<file path="config.mk">
export PLATFORM = sky130hd
export DESIGN_NAME = brent_kung_add_pipe
export DESIGN_NICKNAME = d
export VERILOG_FILES = /design/src/rtl/brent_kung_add_pipe.sv
export SDC_FILE = /design/constraint.sdc
export NUM_CORES = 1
export LEC_CHECK = 0
export CORE_MARGIN = 4
export CORE_UTILIZATION = 51
export DETAILED_ROUTE_END_ITERATION = 7
export GPL_ROUTABILITY_DRIVEN = 0
export PLACE_DENSITY_LB_ADDON = 0.08
export SLEW_MARGIN = 40
export SYNTH_ARGS = -nofsm -noshare
export SYNTH_HDL_FRONTEND = slang
export SYNTH_SLANG_ARGS = --single-unit
</file>
<file path="constraint.sdc">
create_clock -name clk -period 3.2 [get_ports clk]
set_clock_uncertainty 0.15 [all_clocks]
set_input_delay 0.96 -clock clk [delete_from_list [all_inputs] [get_ports clk]]
set_output_delay 0.96 -clock clk [all_outputs]
set_load 0.01 [all_outputs]
</file>
<file path="src/rtl/brent_kung_add_pipe.sv">
// Pipelined Brent-Kung prefix adder/subtractor with a valid/ready stream interface.
//
// Computes {out_cout, out_sum} = in_a + (in_sub ? ~in_b : in_b) + cin_eff, where cin_eff is
// the previous output beat's carry when in_chain=1, else in_cin (inverted for subtraction).
// The up-sweep and down-sweep prefix levels are spread over PIPE register stages; the
// carry-in is folded in only at the last stage so chained beats can run back to back.
//
// Ports:
//   clk, rst                  rising-edge clock, synchronous active-high reset
//   in_valid / in_ready       operand handshake
//   in_a, in_b                operands (WIDTH bits)
//   in_cin, in_sub, in_chain  carry/borrow-in, subtract select, multi-word chain select
//   out_valid / out_ready     result handshake
//   out_sum, out_cout, out_ovf  result, carry-out (not-borrow for sub), signed overflow
module brent_kung_add_pipe #(
    parameter int unsigned WIDTH = 12,
    parameter int unsigned PIPE  = 2
) (
    input  logic             clk,
    input  logic             rst,
    input  logic             in_valid,
    output logic             in_ready,
    input  logic [WIDTH-1:0] in_a,
    input  logic [WIDTH-1:0] in_b,
    input  logic             in_cin,
    input  logic             in_sub,
    input  logic             in_chain,
    output logic             out_valid,
    input  logic             out_ready,
    output logic [WIDTH-1:0] out_sum,
    output logic             out_cout,
    output logic             out_ovf
);
    localparam int unsigned Lvls   = $clog2(WIDTH);
    // Level 0 is g/p generation, levels 1..Lvls the up-sweep, the rest the down-sweep.
    localparam int unsigned NumLvl = 2 * Lvls - 1;
    localparam int unsigned NumPos = NumLvl + 1;

    // A stage register follows level `pos` when it is one of the PIPE-1 evenly spaced cuts.
    // Spacing is at least one level because PIPE <= Lvls + 1 <= NumPos.
    function automatic bit is_cut(int unsigned pos);
        bit hit;
        hit = 1'b0;
        for (int unsigned k = 1; k < PIPE; k++) begin
            if ((k * NumPos) / PIPE - 1 == pos) hit = 1'b1;
        end
        return hit;
    endfunction

    // Span combined at each prefix level.
    function automatic int unsigned lvl_dist(int unsigned lvl);
        if (lvl <= Lvls) return 1 << (lvl - 1);
        return 1 << (2 * Lvls - 1 - lvl);
    endfunction

    typedef struct packed {
        logic             valid;
        logic             chain;
        logic             sub;
        logic             cin;
        logic [WIDTH-1:0] hs;   // bitwise half sum a ^ b_eff, kept for the final xor
        logic [WIDTH-1:0] g;
        logic [WIDTH-1:0] p;
    } beat_t;

    logic             advance;
    logic             out_valid_q;
    logic [WIDTH-1:0] out_sum_q;
    logic             out_cout_q;
    logic             out_ovf_q;
    logic             carry_q;

    assign advance  = ~out_valid_q | out_ready;
    assign in_ready = advance & ~rst;

    for (genvar j = 0; j <= NumLvl; j++) begin : g_lvl
        beat_t cur;
        beat_t nxt;

        if (j == 0) begin : g_gp
            logic [WIDTH-1:0] b_eff;
            assign b_eff = in_sub ? ~in_b : in_b;
            assign cur = '{valid: in_valid, chain: in_chain, sub: in_sub, cin: in_cin,
                           hs: in_a ^ b_eff, g: in_a & b_eff, p: in_a ^ b_eff};
        end else begin : g_pre
            localparam bit          Up   = (j <= Lvls);
            localparam int unsigned Dist = lvl_dist(j);
            beat_t            prv;
            logic [WIDTH-1:0] g_new;
            logic [WIDTH-1:0] p_new;

            assign prv = g_lvl[j-1].nxt;

            // Up-sweep touches every 2*Dist-th bit; down-sweep fills the midpoints that lie
            // above an already complete prefix.
            for (genvar i = 0; i < WIDTH; i++) begin : g_bit
                if (Up ? ((i + 1) % (2 * Dist) == 0)
                       : (((i + 1) % (2 * Dist) == Dist) && (i + 1 > 2 * Dist))) begin : g_op
                    assign g_new[i] = prv.g[i] | (prv.p[i] & prv.g[i-Dist]);
                    assign p_new[i] = prv.p[i] & prv.p[i-Dist];
                end else begin : g_pass
                    assign g_new[i] = prv.g[i];
                    assign p_new[i] = prv.p[i];
                end
            end

            always_comb begin
                cur   = prv;
                cur.g = g_new;
                cur.p = p_new;
            end
        end

        if (is_cut(j)) begin : g_reg
            beat_t stage_q;
            always_ff @(posedge clk) begin
                if (rst) begin
                    stage_q <= '0;
                end else if (advance) begin
                    stage_q <= cur;
                end
            end
            assign nxt = stage_q;
        end else begin : g_wire
            assign nxt = cur;
        end
    end

    // Final stage: every position now holds the group prefix over [0..i].
    beat_t            fin;
    logic             cin_eff;
    logic [WIDTH:0]   carry;    // carry[i] enters bit i; carry[WIDTH] is the carry-out
    logic [WIDTH-1:0] sum_d;

    assign fin = g_lvl[NumLvl].nxt;

    always_comb begin
        // Chained beats take the stored carry as-is; for subtraction it is already not-borrow.
        cin_eff  = fin.chain ? carry_q : (fin.sub ? ~fin.cin : fin.cin);
        carry[0] = cin_eff;
        for (int i = 0; i < WIDTH; i++) begin
            carry[i+1] = fin.g[i] | (fin.p[i] & cin_eff);
        end
    end

    assign sum_d = fin.hs ^ carry[WIDTH-1:0];

    always_ff @(posedge clk) begin
        if (rst) begin
            out_valid_q <= 1'b0;
            out_sum_q   <= '0;
            out_cout_q  <= 1'b0;
            out_ovf_q   <= 1'b0;
            carry_q     <= 1'b0;
        end else if (advance) begin
            out_valid_q <= fin.valid;
            // Bubbles leave the result and the chain carry untouched.
            if (fin.valid) begin
                out_sum_q  <= sum_d;
                out_cout_q <= carry[WIDTH];
                out_ovf_q  <= carry[WIDTH-1] ^ carry[WIDTH];
                carry_q    <= carry[WIDTH];
            end
        end
    end

    assign out_valid = out_valid_q;
    assign out_sum   = out_sum_q;
    assign out_cout  = out_cout_q;
    assign out_ovf   = out_ovf_q;

endmodule

</file>
==> results summary <==
The flow ran to the end, and the final reports show no timing, DRC or antenna violations. The final design utilization is 0.678. The slack of the worst reg-to-reg path is 1.46 ns.

The post-CTS setup-driven buffer insertion count is 0. The start point of the critical path is out_ready. The final hold violation count came out at 0. The global route total overflow is 0. The final total negative setup slack is 0 ns.

The starting density of the core is 0.532. Summing all multi-input logic gate instances after layout gives 0.00127 mm². After layout, the minimum clock period comes to roughly 3.0 ns. For this run, the number of Yosys warnings is 0. Setup violations remaining at the end of the flow were counted as 0. The post-detailed-route count of antenna-violating nets came out at 0. In the layout the commonest cells are nand2_1 (60), dfxtp_1 (49), clkdlybuf4s50_1 (45). The worst setup path is launched from an input pin. The clock tree buffer depth came out at 2.

The share of the Yosys chip area taken by registers is 0.421. The maximum number of pins on one net before global-route repair is 49. The wire-length estimate of the detail-placed layout is about 3700 µm. The static leakage is between 0.001 and 0.0015 µW. The post-synthesis instance total is between 200 and 300.

The depth of the critical timing path with buffers and inverters included came out at 4. The first-pass GRT wire length is roughly 8400 µm. The routed design has between 5000 and 6000 µm of wire. The total of flip-flops plus latches after synthesis came out at between 40 and 50. The clock net in this run drives a total of 49 sinks. The post-synthesis instance area came out at 0.00233 mm². The destination of the critical timing path is in_ready. Wire segments on met2 add up to between 2000 and 2500 µm in the final route.

After detailed routing, the number of remaining DRC violations is 0. 0 antenna diodes ended up in the layout. The total number of vias came out at approximately 2,100.

The net count after synthesis came out at 330. Data arrives at the worst endpoint at about 1.9 ns. The worst path buffer plus inverter count came out at 2. The worst register-to-register path has a depth of 5.

The total of fill cells in the finished design is just under 400. The critical path in this run is classified as input pin to primary output. Among all stages on the critical path, the largest delay is contributed by clkdlybuf4s50_1.

The transition time of the tightest slew-check pin came out at 0.542 ns. A synthesized cell averages approximately 8 µm². The worst-case IR drop observed on VDD is between 0.0002 and 0.00025 V.

The met1 routed wirelength after detailed routing came out at approximately 2500 µm. The CTS tree is built. The count of port buffers added during placement is 46.

The largest incremental delay on the critical path came out at ~0.43 ns. The data required time at the worst endpoint is approximately 2.1 ns. The library cell used most frequently in the layout, excluding fill and tap cells, is nand2_1. The commonest register cell after synthesis is dfxtp_1.

The total I/O pin count came out at 47. The uppermost layer routed is met4. Setup repair after global routing left no endpoint under its margin. The level count of the clock H-tree came out at 2. The number of global-route vias before repair came out at around 1,800.

The worst register-to-register path ends at out_sum[11]. The count of pins over their slew limit is 0. The part of the cycle the worst path needs is 0.925.

The initial antenna violation count came to 0. The number of distinct library cell variants in the gate-level netlist after synthesis came out at 34. The number of synthesized flops with an enable pin is 0.

The register cell area after layout came out at 981 µm². The die area is between 0.005 and 0.006 mm². Clock tree synthesis inserted a total of 5 buffers. The min-delay analysis places its worst path in the category register to register. Of the cells placed in the final design, the portion with a size suffix greater than 1 is 0.0636. The fmax came out at ~340 MHz. The cell at the root of the clock tree is clkbuf_8. The share of flip-flops with an asynchronous set or reset after synthesis came out at 0. The count of maximum capacitance violations came out at 0. The met3 layer wire length in the routed design came out at slightly below 300 µm. In the global route stage, overall resource usage came out at 0.193.

Measured along the x axis, the die boundary spans between 70 and 80 µm. The headroom to the max-slew limit is 0.638. The die outline height came out at about 76 µm. In the final design database the tool counted ~370 nets. The core outline area came out at between 0.004 and 0.005 mm².

After the first detailed-routing iteration, the DRC count stood at roughly 150. Dividing total power by cell area gives a power density of ~490 mW/mm². The worst register-to-register path begins at fin[36]. The placement row count came out at 24. After detailed routing, the number of vias per cell comes to between 5 and 6. Broken down by cell family, the worst path's largest delay share belongs to buffers and inverters. The number of detailed-routing iterations run before antenna repair came out at 4. The post-CTS clock slew at the launch and capture registers of the worst setup and hold paths is around 0.090 ns.

Along the worst path, the maximum fanout reaches 2. The critical path goes through clkdlybuf4s50_1 > nor2b_2 > nor2_1 > dlygate4sd2_1. The area added between synthesis and finish is 27.4%.

The kind of end point of the critical path is a primary output. The clock insertion delay at the later pin of the skew report is 0.30 ns. Dividing the detail-routed wire length by the instance count gives around 14 µm.
==> worst min-delay path by stage <==
stage | from | end | slack, ns | depth (start not counted)
floorplan | g_lvl[4].g_pre.g_new[3] | g_lvl[4].g_pre.g_new[3] | 0.28 | 2
global placement | out_sum[8] | out_sum[8] | 0.29 | 2
detailed placement | out_sum[4] | out_sum[4] | 0.30 | 2
CTS | out_sum[4] | out_sum[4] | 0.31 | 2
global route | out_sum[4] | out_sum[4] | 0.32 | 2
finish | out_sum[4] | out_sum[4] | 0.30 | 2
==> stage by stage <==
step	std cells	total power (µW)	setup WS [ns]	cell area (µm²)	hold slack, ns
2_1_floorplan	286	880	0.421	2330	0.281
3_3_place_gp	374	994	-0.0200	2850	0.288
3_5_place_dp	374	998	-0.0367	2850	0.295
4_1_cts	382	1460	0.237	2970	0.307
5_1_grt	382	1520	0.207	2970	0.318
6_report	382	1450	0.239	2970	0.302
==> synthesized netlist by cell type (2+ instances only) <==
| master | number | share of area |
|---|---|---|
| a21oi_1 | 41 | 0.088 |
| xnor2_1 | 2 | 0.0075 |
| nand4_1 | 8 | 0.021 |
| and2_1 | 2 | 0.0054 |
| xor2_1 | 14 | 0.053 |
| or4_1 | 6 | 0.019 |
| ha_1 | 13 | 0.070 |
| o21ai_0 | 5 | 0.011 |
| dfxtp_1 | 49 | 0.42 |
| buf_1 | 2 | 0.0032 |
| a21o_1 | 5 | 0.016 |
| nor2b_1 | 2 | 0.0054 |
| buf_2 | 3 | 0.0064 |
| nand2b_1 | 2 | 0.0054 |
| inv_1 | 2 | 0.0032 |
| nand3_1 | 18 | 0.039 |
| nor2_1 | 15 | 0.024 |
| a211oi_1 | 4 | 0.013 |
| nor3_1 | 2 | 0.0043 |
| clkbuf_1 | 14 | 0.023 |
| a31oi_1 | 5 | 0.013 |
| nand2_1 | 60 | 0.097 |
==> state kept, by name, summed over array words and instances (netlist names) <==
name               cells
g_lvl.g_pre.g_new     12
out_valid              1
out_sum               12
out_ovf                1
fin                   16
carry_q                1
g_lvl.g_pre.p_new      6
==> report_power, final <==
| group | total (µW) | switching, µW | internal (µW) | leakage (µW) |
|---|---|---|---|---|
| Clock | 465 | 210 | 254 | 0.0000574 |
| Sequential | 693 | 33.5 | 659 | 0.000403 |
| Combinational | 293 | 149 | 144 | 0.000736 |
| Total | 1450 | 393 | 1060 | 0.00120 |
==> cells by family (layout without fill, tap and decap cells) <==
family          after synthesis  in the layout  share of synthesized area
buf+inv                      22             66                     0.0370
xor+xnor                     17             17                     0.0671
mux                           1              1                    0.00429
fa+ha+maj                    13             13                     0.0698
compound gates               67             67                      0.173
flops                        49             49                      0.421
simple gates                117            117                      0.228
==> layer usage <==
layer  track usage  vias to the layer above
met5             0                        -
met4        0.0660                        0
met3        0.0409                        7
met2         0.291                       65
met1         0.274                      914
li1              -                     1083
==> area by class of cell <==
cell class / count / area share
multi-input combinational: 215 / 0.426
timing repair buffer: 55 / 0.177
sequential: 49 / 0.330
clock buffer: 6 / 0.0278
clock inverter: 2 / 0.0126
inverter: 3 / 0.00379
tap: 52 / 0.0219
==> repair_timing <==
item                       4_1_cts  5_1_grt
hold buffers                     0        0
resized for setup                1        0
setup endpoints to repair        1        0
==> tightest hold or removal path: cells and delay by family (launching register included) <==
family          cells  cell delay (ns)
compound gates      1             0.05
flops               1             0.32
simple gates        1             0.05
Note: power is estimated with default switching activity, not from simulation.
